==> src/rtl/mips_pkg.sv <==
// Shared constants for the MIPS fetch/decode front end: opcodes, fetch FSM
// state encoding and the default reset vector.
package mips_pkg;

   localparam logic [5:0]  OP_RTYPE = 6'b000000;
   localparam logic [5:0]  OP_J     = 6'b000010;
   localparam logic [5:0]  OP_BEQ   = 6'b000100;

   localparam logic [31:0] RESET_PC_DEFAULT = 32'h0000_0000;

   typedef enum logic [1:0] {
      ST_RST   = 2'b00,
      ST_FETCH = 2'b01,
      ST_ISSUE = 2'b10
   } fetch_state_e;

endpackage

==> src/rtl/instruction_fetch_unit_if.sv <==
// Instruction memory req/ack bus. The fetch unit is the master; the
// instruction memory (or a bench model of it) is the slave.
interface instruction_fetch_unit_if;

   logic        imem_req;
   logic [31:0] imem_addr;
   logic        imem_ack;
   logic [31:0] imem_rdata;

   modport master (output imem_req, output imem_addr,
                   input  imem_ack, input  imem_rdata);

   modport slave  (input  imem_req, input  imem_addr,
                   output imem_ack, output imem_rdata);

endinterface

==> src/rtl/instruction_fetch_unit_next_pc_logic.sv <==
// Combinational next-PC selection for the fetch stage: Jump beats a taken
// branch, which beats sequential flow. All adds wrap modulo 2^32.
module next_pc_logic (
   input  logic [31:0] pc_i,
   input  logic [31:0] ir_i,
   input  logic        branch_i,
   input  logic        jump_i,
   input  logic        zero_i,
   output logic [31:0] pc_plus4_o,
   output logic [31:0] next_pc_o
);

   logic [31:0] branch_off;
   logic [31:0] jump_target;

   assign pc_plus4_o  = pc_i + 32'd4;
   assign branch_off  = {{14{ir_i[15]}}, ir_i[15:0], 2'b00};
   assign jump_target = {pc_plus4_o[31:28], ir_i[25:0], 2'b00};

   always_comb begin
      next_pc_o = pc_plus4_o;
      if (jump_i) begin
         next_pc_o = jump_target;
      end else if (branch_i && zero_i) begin
         next_pc_o = pc_plus4_o + branch_off;
      end
   end

endmodule

==> src/rtl/instruction_fetch_unit.sv <==
// Fetch stage: holds the PC, fetches over the req/ack bus into the
// instruction register, and advances the PC when the datapath retires.
module instruction_fetch_unit
   import mips_pkg::*;
#(
   parameter logic [31:0] RESET_PC = RESET_PC_DEFAULT,
   parameter int          ADDR_W   = 32
) (
   input  logic                      CLK,
   input  logic                      Reset_L,
   instruction_fetch_unit_if.master  imem,
   output logic [31:0]               inst_out,
   output logic                      inst_valid,
   output logic [5:0]                Opcode,
   output logic [5:0]                FuncCode,
   output logic [31:0]               PCPlus4,
   input  logic                      inst_accept,
   input  logic                      Branch,
   input  logic                      Jump,
   input  logic                      Zero,
   output logic [31:0]               inst_count
);

   fetch_state_e      state_q;
   logic [ADDR_W-1:0] pc_q;
   logic [31:0]       ir_q;
   logic [31:0]       count_q;
   logic              req_q;
   logic              valid_q;
   logic [31:0]       next_pc;

   next_pc_logic u_next_pc (
      .pc_i       (pc_q),
      .ir_i       (ir_q),
      .branch_i   (Branch),
      .jump_i     (Jump),
      .zero_i     (Zero),
      .pc_plus4_o (PCPlus4),
      .next_pc_o  (next_pc)
   );

   // NOTE: the reset branch is asynchronous so imem_req drops the moment
   // Reset_L falls, abandoning any request in flight.
   always_ff @(posedge CLK or negedge Reset_L) begin
      if (!Reset_L) begin
         state_q <= ST_RST;
         pc_q    <= RESET_PC;
         ir_q    <= '0;
         count_q <= '0;
         req_q   <= 1'b0;
         valid_q <= 1'b0;
      end else begin
         // NOTE: non-blocking assignments keep every register update in this
         // block reading pre-edge values, regardless of statement order.
         case (state_q)
            ST_RST: begin
               // A late ack from before reset may still be on the bus; ignore it.
               state_q <= ST_FETCH;
               req_q   <= 1'b1;
            end
            ST_FETCH: begin
               if (imem.imem_ack) begin
                  ir_q    <= imem.imem_rdata;
                  req_q   <= 1'b0;
                  valid_q <= 1'b1;
                  state_q <= ST_ISSUE;
               end
            end
            ST_ISSUE: begin
               if (inst_accept) begin
                  pc_q    <= next_pc;
                  count_q <= count_q + 32'd1;
                  valid_q <= 1'b0;
                  req_q   <= 1'b1;
                  state_q <= ST_FETCH;
               end
            end
            default: begin
               state_q <= ST_RST;
               req_q   <= 1'b0;
               valid_q <= 1'b0;
            end
         endcase
      end
   end

   assign imem.imem_req  = req_q;
   assign imem.imem_addr = {pc_q[31:2], 2'b00};
   assign inst_out       = ir_q;
   assign inst_valid     = valid_q;
   assign Opcode         = ir_q[31:26];
   assign FuncCode       = ir_q[5:0];
   assign inst_count     = count_q;

endmodule
==> src/flat_wrapper.sv <==
// flat-port wrapper written by rule: the top's interface ports become plain ports
module instruction_fetch_unit_flat import mips_pkg::*;
#(
   parameter logic [31:0] RESET_PC = RESET_PC_DEFAULT,
   parameter int          ADDR_W   = 32
)
  (CLK, Reset_L, inst_out, inst_valid, Opcode, FuncCode, PCPlus4, inst_accept, Branch, Jump, Zero, inst_count, imem_imem_req, imem_imem_addr, imem_imem_ack, imem_imem_rdata);
  instruction_fetch_unit_if imem_i ();
  input  logic CLK;
  input  logic Reset_L;
  output logic [31:0] inst_out;
  output logic inst_valid;
  output logic [5:0] Opcode;
  output logic [5:0] FuncCode;
  output logic [31:0] PCPlus4;
  input  logic inst_accept;
  input  logic Branch;
  input  logic Jump;
  input  logic Zero;
  output logic [31:0] inst_count;
  output wire logic [$bits(imem_i.imem_req)-1:0] imem_imem_req;
  output wire logic [$bits(imem_i.imem_addr)-1:0] imem_imem_addr;
  input wire logic [$bits(imem_i.imem_ack)-1:0] imem_imem_ack;
  input wire logic [$bits(imem_i.imem_rdata)-1:0] imem_imem_rdata;
  assign imem_imem_req = imem_i.imem_req;
  assign imem_imem_addr = imem_i.imem_addr;
  assign imem_i.imem_ack = imem_imem_ack;
  assign imem_i.imem_rdata = imem_imem_rdata;
  instruction_fetch_unit #(.RESET_PC(RESET_PC), .ADDR_W(ADDR_W)) u_core (.CLK(CLK), .Reset_L(Reset_L), .imem(imem_i), .inst_out(inst_out), .inst_valid(inst_valid), .Opcode(Opcode), .FuncCode(FuncCode), .PCPlus4(PCPlus4), .inst_accept(inst_accept), .Branch(Branch), .Jump(Jump), .Zero(Zero), .inst_count(inst_count));
endmodule
==> config.mk <==
export PLATFORM = sky130hd
export DESIGN_NAME = instruction_fetch_unit_flat
export DESIGN_NICKNAME = d
export VERILOG_FILES = /design/src/rtl/mips_pkg.sv /design/src/rtl/instruction_fetch_unit_if.sv /design/src/rtl/instruction_fetch_unit_next_pc_logic.sv /design/src/rtl/instruction_fetch_unit.sv /design/src/flat_wrapper.sv
export SDC_FILE = /design/constraint.sdc
export NUM_CORES = 1
export LEC_CHECK = 0
export ABC_AREA = 1
export CAP_MARGIN = 20
export CORE_MARGIN = 5
export CORE_UTILIZATION = 50
export CTS_CLUSTER_DIAMETER = 60
export DETAILED_ROUTE_END_ITERATION = 12
export GPL_TIMING_DRIVEN = 0
export HOLD_SLACK_MARGIN = 0.05
export MAX_ROUTING_LAYER = met4
export PLACE_DENSITY_LB_ADDON = 0.05
export SLEW_MARGIN = 20
export SYNTH_ARGS = -nofsm -noshare
export SYNTH_HDL_FRONTEND = slang
export SYNTH_SLANG_ARGS = --single-unit
export TNS_END_PERCENT = 5
==> constraint.sdc <==
create_clock -name CLK -period 3.78 [get_ports CLK]
set_clock_uncertainty 0.2 [all_clocks]
set_input_delay 0.756 -clock CLK [delete_from_list [all_inputs] [get_ports CLK]]
set_output_delay 0.756 -clock CLK [all_outputs]
set_load 0.02 [all_outputs]
==> Yosys cells after proc, flatten, opt, wreduce, memory -nomap -nowiden <==
Index checks and enable logic that the tools add are counted.
{ "op_classes": {"eq_ne": 4, "addsub": 3, "n_bitwise": 1, "n_mux": 11, "reduce_logical": 6} }
{ "op_table": {"columns": ["operator", "count"], "rows": [
  ["$mux W32", 2],
  ["$add A32 B1 Y32 const B", 1],
  ["$add A32 B3 Y32 const B", 1],
  ["$add A32 B32 Y32", 1],
  ["$pmux W1 S3", 2],
  ["$pmux W2 S3", 1],
  ["$reduce_and A2 Y1", 3],
  ["$mux W1", 4],
  ["$mux W2", 2],
  ["$ne A2 B2 Y1 const B", 2],
  ["$reduce_and A3 Y1", 1],
  ["$eq A2 B1 Y1 const B", 1],
  ["$eq A2 B2 Y1 const B", 1],
  ["$logic_not A2 Y1", 1],
  ["$logic_and A1 B1 Y1", 1],
  ["$not A1 Y1", 1]
]} }
{ "word_totals": {"reg_bits": 100, "input_bits": 39, "wordCells": 31, "out_inout_bits": 142} }

==> Depth between registers and ports, before layout <==
{ "logic_depth": {"word_depth": 4, "depth_mapped": 25, "ltp_nobuf": 25} }

==> Cells and area by module <==
A second synthesis with hierarchy kept.
{ "unflattened": {"hier_cells": 1234, "area_unflattened_um2": 8391.8} }
{ "modules_own_cells": {"columns": ["module", "seq_area_each_um2", "cells_per_inst", "area_each_um2", "n_inst"], "rows": [
  ["instruction_fetch_unit", 2477.4, 508, 4779.6, 1],
  ["next_pc_logic", 0.0, 726, 3612.2, 1]
]} }

==> Worst setup path after synthesis <==
No wires, ideal clock.
{ "synth_path": {"path_kind": "reg2reg", "start": "register u_core.pc_q[2]", "end": "register u_core.pc_q[19]", "n_path_buf": 0, "arrival_ps": 2796, "path_slack_ps": 667, "stages_incl_launch_ff": 17, "synth_period_minus_slack_ps": 3113, "path_cell_list": "dfrtp_1 > inv_1 > nor2_2 > nand2_1 > xnor2_1 > ha_1 > nand2_1 > inv_1 > nand2_1 > nand2_1 > inv_1 > nand3_1 > a21oi_1 > or2_2 > nand3_1 > nand2_1 > nand2_1"} }
{ "synth_via": {"elab_chain_cells": 4} }
{ "synth_rtl": {"columns": ["item", "line_no", "source"], "rows": [
  ["from (decl)", "instruction_fetch_unit.sv:25", "logic [ADDR_W-1:0] pc_q;"],
  ["from (signal assigned)", "instruction_fetch_unit.sv:71", "pc_q <= next_pc;"],
  ["$add A32 B3 Y32", "instruction_fetch_unit_next_pc_logic.sv:16", "assign pc_plus4_o = pc_i + 32'd4;"],
  ["net PCPlus4[2]", "flat_wrapper.sv:15", "output logic [31:0] PCPlus4;"],
  ["$add A32 B32 Y32", "instruction_fetch_unit_next_pc_logic.sv:25", "next_pc_o = pc_plus4_o + branch_off;"],
  ["$mux W32", "instruction_fetch_unit_next_pc_logic.sv:24", "end else if (branch_i && zero_i) begin"],
  ["$mux W32", "instruction_fetch_unit_next_pc_logic.sv:22", "if (jump_i) begin"]
]} }
The timed path passes the listed nets, and every way through them passes these cells.
A chain may end at the register's enable or synchronous reset.

==> Worst setup path after layout <==
{ "layout_path": {"start": "register u_core.pc_q[10]", "end": "output port PCPlus4[15]"} }
{ "layout_via": {"elab_chain_cells": 1} }
{ "layout_rtl": {"columns": ["item", "line_no"], "rows": [
  ["$add A32 B3 Y32", "instruction_fetch_unit_next_pc_logic.sv:16"],
  ["to (decl)", "flat_wrapper.sv:15"]
]} }
Every way passes these cells.

==> reports/metrics.yaml <==
route:
  drc: 0
  avgRoutedWirePerCell_um: 17.4
  drt-pass1-iter-count: 5
  vias: 8185
  vias_per_cell: 5.18
  drt_wl_total_um: 27500
  first_iter_violations: 498
  antenna_left: 0
critical_path:
  required_ns: 2.82
  reg2regPathDepth: 17
  rr_startpoint: "u_core.pc_q[10]"
  cp_max_fo: 5
  cp-end-kind: "primary output"
  r2r_end: "u_core.pc_q[18]"
  path_class: "reg2out"
  arrival_ns: 2.75
  r2r_slack_ns: 0.15
  crit_path_start_kind: "flop"
logic_synthesis:
  yosysWarnings: 0
  yosysSeqAreaShare: 0.311
  synth-simple-area-share: 0.334
  synth-xor-area-share: 0.0594
  synth_top_cell_by_area: "dfrtp_1"
  ys_seq_elements: 97
  syn_inst: 1173
  synth_fa_ha_area_frac: 0.0618
  synth_top_family_by_area: "simple AND/OR/NAND/NOR gates"
  synth_cell_types: 44
  synth_area_leaders: "dfrtp_1, nand2_1, inv_1"
  syn-cell-area_um2: 7810
  netlist.area_leader.share: 0.311
  synth_compound_area_frac: 0.0876
  syn_avg_cell_area_um2: 6.66
  synth_mux_area_frac: 0.0288
pwr:
  clkPwrFrac: 0.098
  p_switching_mw: 5.24
  p_int_mw: 4.57
  p_leak_nw: 5.20
  switching_share: 0.534
  pwr-share-comb: 0.703
  power_per_cell_area_nw_per_um2: 960
  p_seq_frac: 0.199
  ir_worst_vdd_mv: 0.566
timing:
  worst_slack_ns: 0.0714
  finalSetupTns_ns: 0
  relSlewSlack: 0.362
  hold_viol: 0
  hold_slack_ns: 0.0806
  worstMarginPinSlew_ns: 0.958
  period_needed_ns: 3.71
  max_freq_ghz: 0.270
  slew_viol_final: 0
  rsz0062_at_grt: "yes"
  finalSetupViolations: 0
  fin_crit_sh: 0.981
finish:
  synthToLayoutAreaGrowth_pct: 30.8
  nets: 1441
  stdcell_area_um2: 10200
  n_antenna_cell: 0
  drive_above_1_share: 0.0723
  nFillCells: 1403
  final_common_cell: "nand2_1"
  post-route-util: 0.670
  layout_common_cells: "nand2_1, inv_1, clkdlybuf4s50_1"
flow_run:
  maxCapViolCount: 0
cts:
  cts_sinks: 97
  clockBufferDepth: 2
  clockRootBuffer: "clkbuf_16"
  cts_made_buffers: 9
  path_clk_slew_ns: 0.07
  clk_latency_ns: 0.35
  cts_tree: "yes"
  htree_levels: 3
  ctsHoldBuffers: 0
floorplan:
  die_x_um: 135
  die_height_um: 135
  core_um2: 15300
  num_rows: 45
  start_util: 0.512
  die_area_um2: 18200
  io_pins: 181
grt:
  grt_util_all_layers: 0.309
  grt_pass1_vias: 8043
  antenna_found_initial: 0
  grt.overflow.total: 0
  grt_pass1_wl_um: 42600
  grt_max_degree: 64
place:
  dp_slack_ns: 0.0898
  placed_area_um2: 9880
  portBuffers: 176
  place.gp.congestion: 1.04
  dp_hpwl_um: 22200
status:
  status: "finished, final reports clean"
min_path:
  worstHoldPathType: "in2async"
==> worst max path at each step <==
| stage | from | endpoint | slack [ns] | cells past startpoint |
|---|---|---|---|---|
| after floorplan | u_core.pc_q[2] | u_core.pc_q[19] | 0.67 | 16 |
| after global placement | Reset_L | u_core.pc_q[30] | -1.98 | 1 |
| after detailed placement | u_core.pc_q[2] | u_core.pc_q[31] | 0.09 | 21 |
| after CTS | u_core.pc_q[2] | u_core.pc_q[23] | 0.05 | 19 |
| after global routing | u_core.pc_q[10] | u_core.pc_q[29] | -0.04 | 19 |
| final | u_core.pc_q[10] | PCPlus4[15] | 0.07 | 7 |
==> synth_stat cells (all sizes together) <==
cell and instances:
and2 2, a21boi 1, nor2 135, nor3 23, nand2 362, o211ai 1
dfrtp 97, nand3b 2, or2 3, conb 1, o22ai 2, a31oi 1
nand4 17, and3 1, nor4 3, inv 192, a32oi 1, o21ai 40
o21a 1, xnor2 14, buf 23, clkbuf 11, xor2 39, fa 1
o221ai 5, o21bai 2, a21oi 75, mux2 20, nand3 61, ha 37
==> layer usage <==
layer	wire, um	share of wire	global-route usage
met2	13000	0.47	0.495
met4	994	0.036	0.120
met3	2240	0.081	0.0760
met1	11300	0.41	0.379
met5	0	0	-
==> power by group through the flow <==
| stage | combinational (mW) | clock (mW) | sequential (mW) |
|---|---|---|---|
| 2_1_floorplan | 3.91 | 0 | 2.20 |
| 3_3_place_gp | 6.72 | 0 | 1.94 |
| 3_5_place_dp | 6.79 | 0 | 1.93 |
| 4_1_cts | 6.83 | 0.969 | 1.93 |
| 5_1_grt | 7.58 | 0.997 | 2.01 |
| 6_report | 6.89 | 0.963 | 1.95 |
==> timing repair <==
| action | in CTS | in global routing |
|---|---|---|
| buffers inserted | 0 | 0 |
| resized for setup | 0 | 9 |
| endpoints found under the hold margin | 0 | 0 |
| endpoints found under the setup margin | 0 | 20 |
==> sequential cells by signal (all words and copies together), names as in the netlist <==
register              count
u_core.inst_count        32
u_core.inst_out          32
u_core.pc_q              30
u_core.imem.imem_req      1
u_core.inst_valid         1
u_core.state_q            1
==> per-stage QoR <==
stage,cells,total power [mW]
6_report,1580,9.81
5_1_grt,1580,10.6
4_1_cts,1580,9.73
3_5_place_dp,1564,8.72
3_3_place_gp,1563,8.66
2_1_floorplan,1176,6.11
==> final cells by class <==
type,count,area (um2),share of cell area
Buffer,34,193,0.0189
Clock buffer,10,229,0.0224
Clock inverter,6,73.8,0.00723
Inverter,192,721,0.0705
Multi-Input combinational cell,853,4520,0.442
Sequential cell,97,2430,0.238
Tap cell,211,264,0.0258
Timing Repair Buffer,177,1790,0.175
==> critical path: stages, from the launching register on <==
cell and delay [ns]:
dfrtp_1 0.47, nand2_1 0.13, nor2_1 0.26, nand2_1 0.16, nor2_4 0.14, nor2_1 0.05, a21oi_1 0.47, clkdlybuf4s50_1 0.72
==> logic make-up after synthesis <==
| family | count (synthesis) |
|---|---|
| AO/OA/AOI/OAI | 129 |
| multiplexers | 20 |
| XOR/XNOR | 53 |
| AND/OR/NAND/NOR | 609 |
| other | 1 |
| adder cells (fa/ha/maj) | 38 |
| buffers and inverters | 226 |
| flip-flops | 97 |
(Power assumes the default switching activity.)
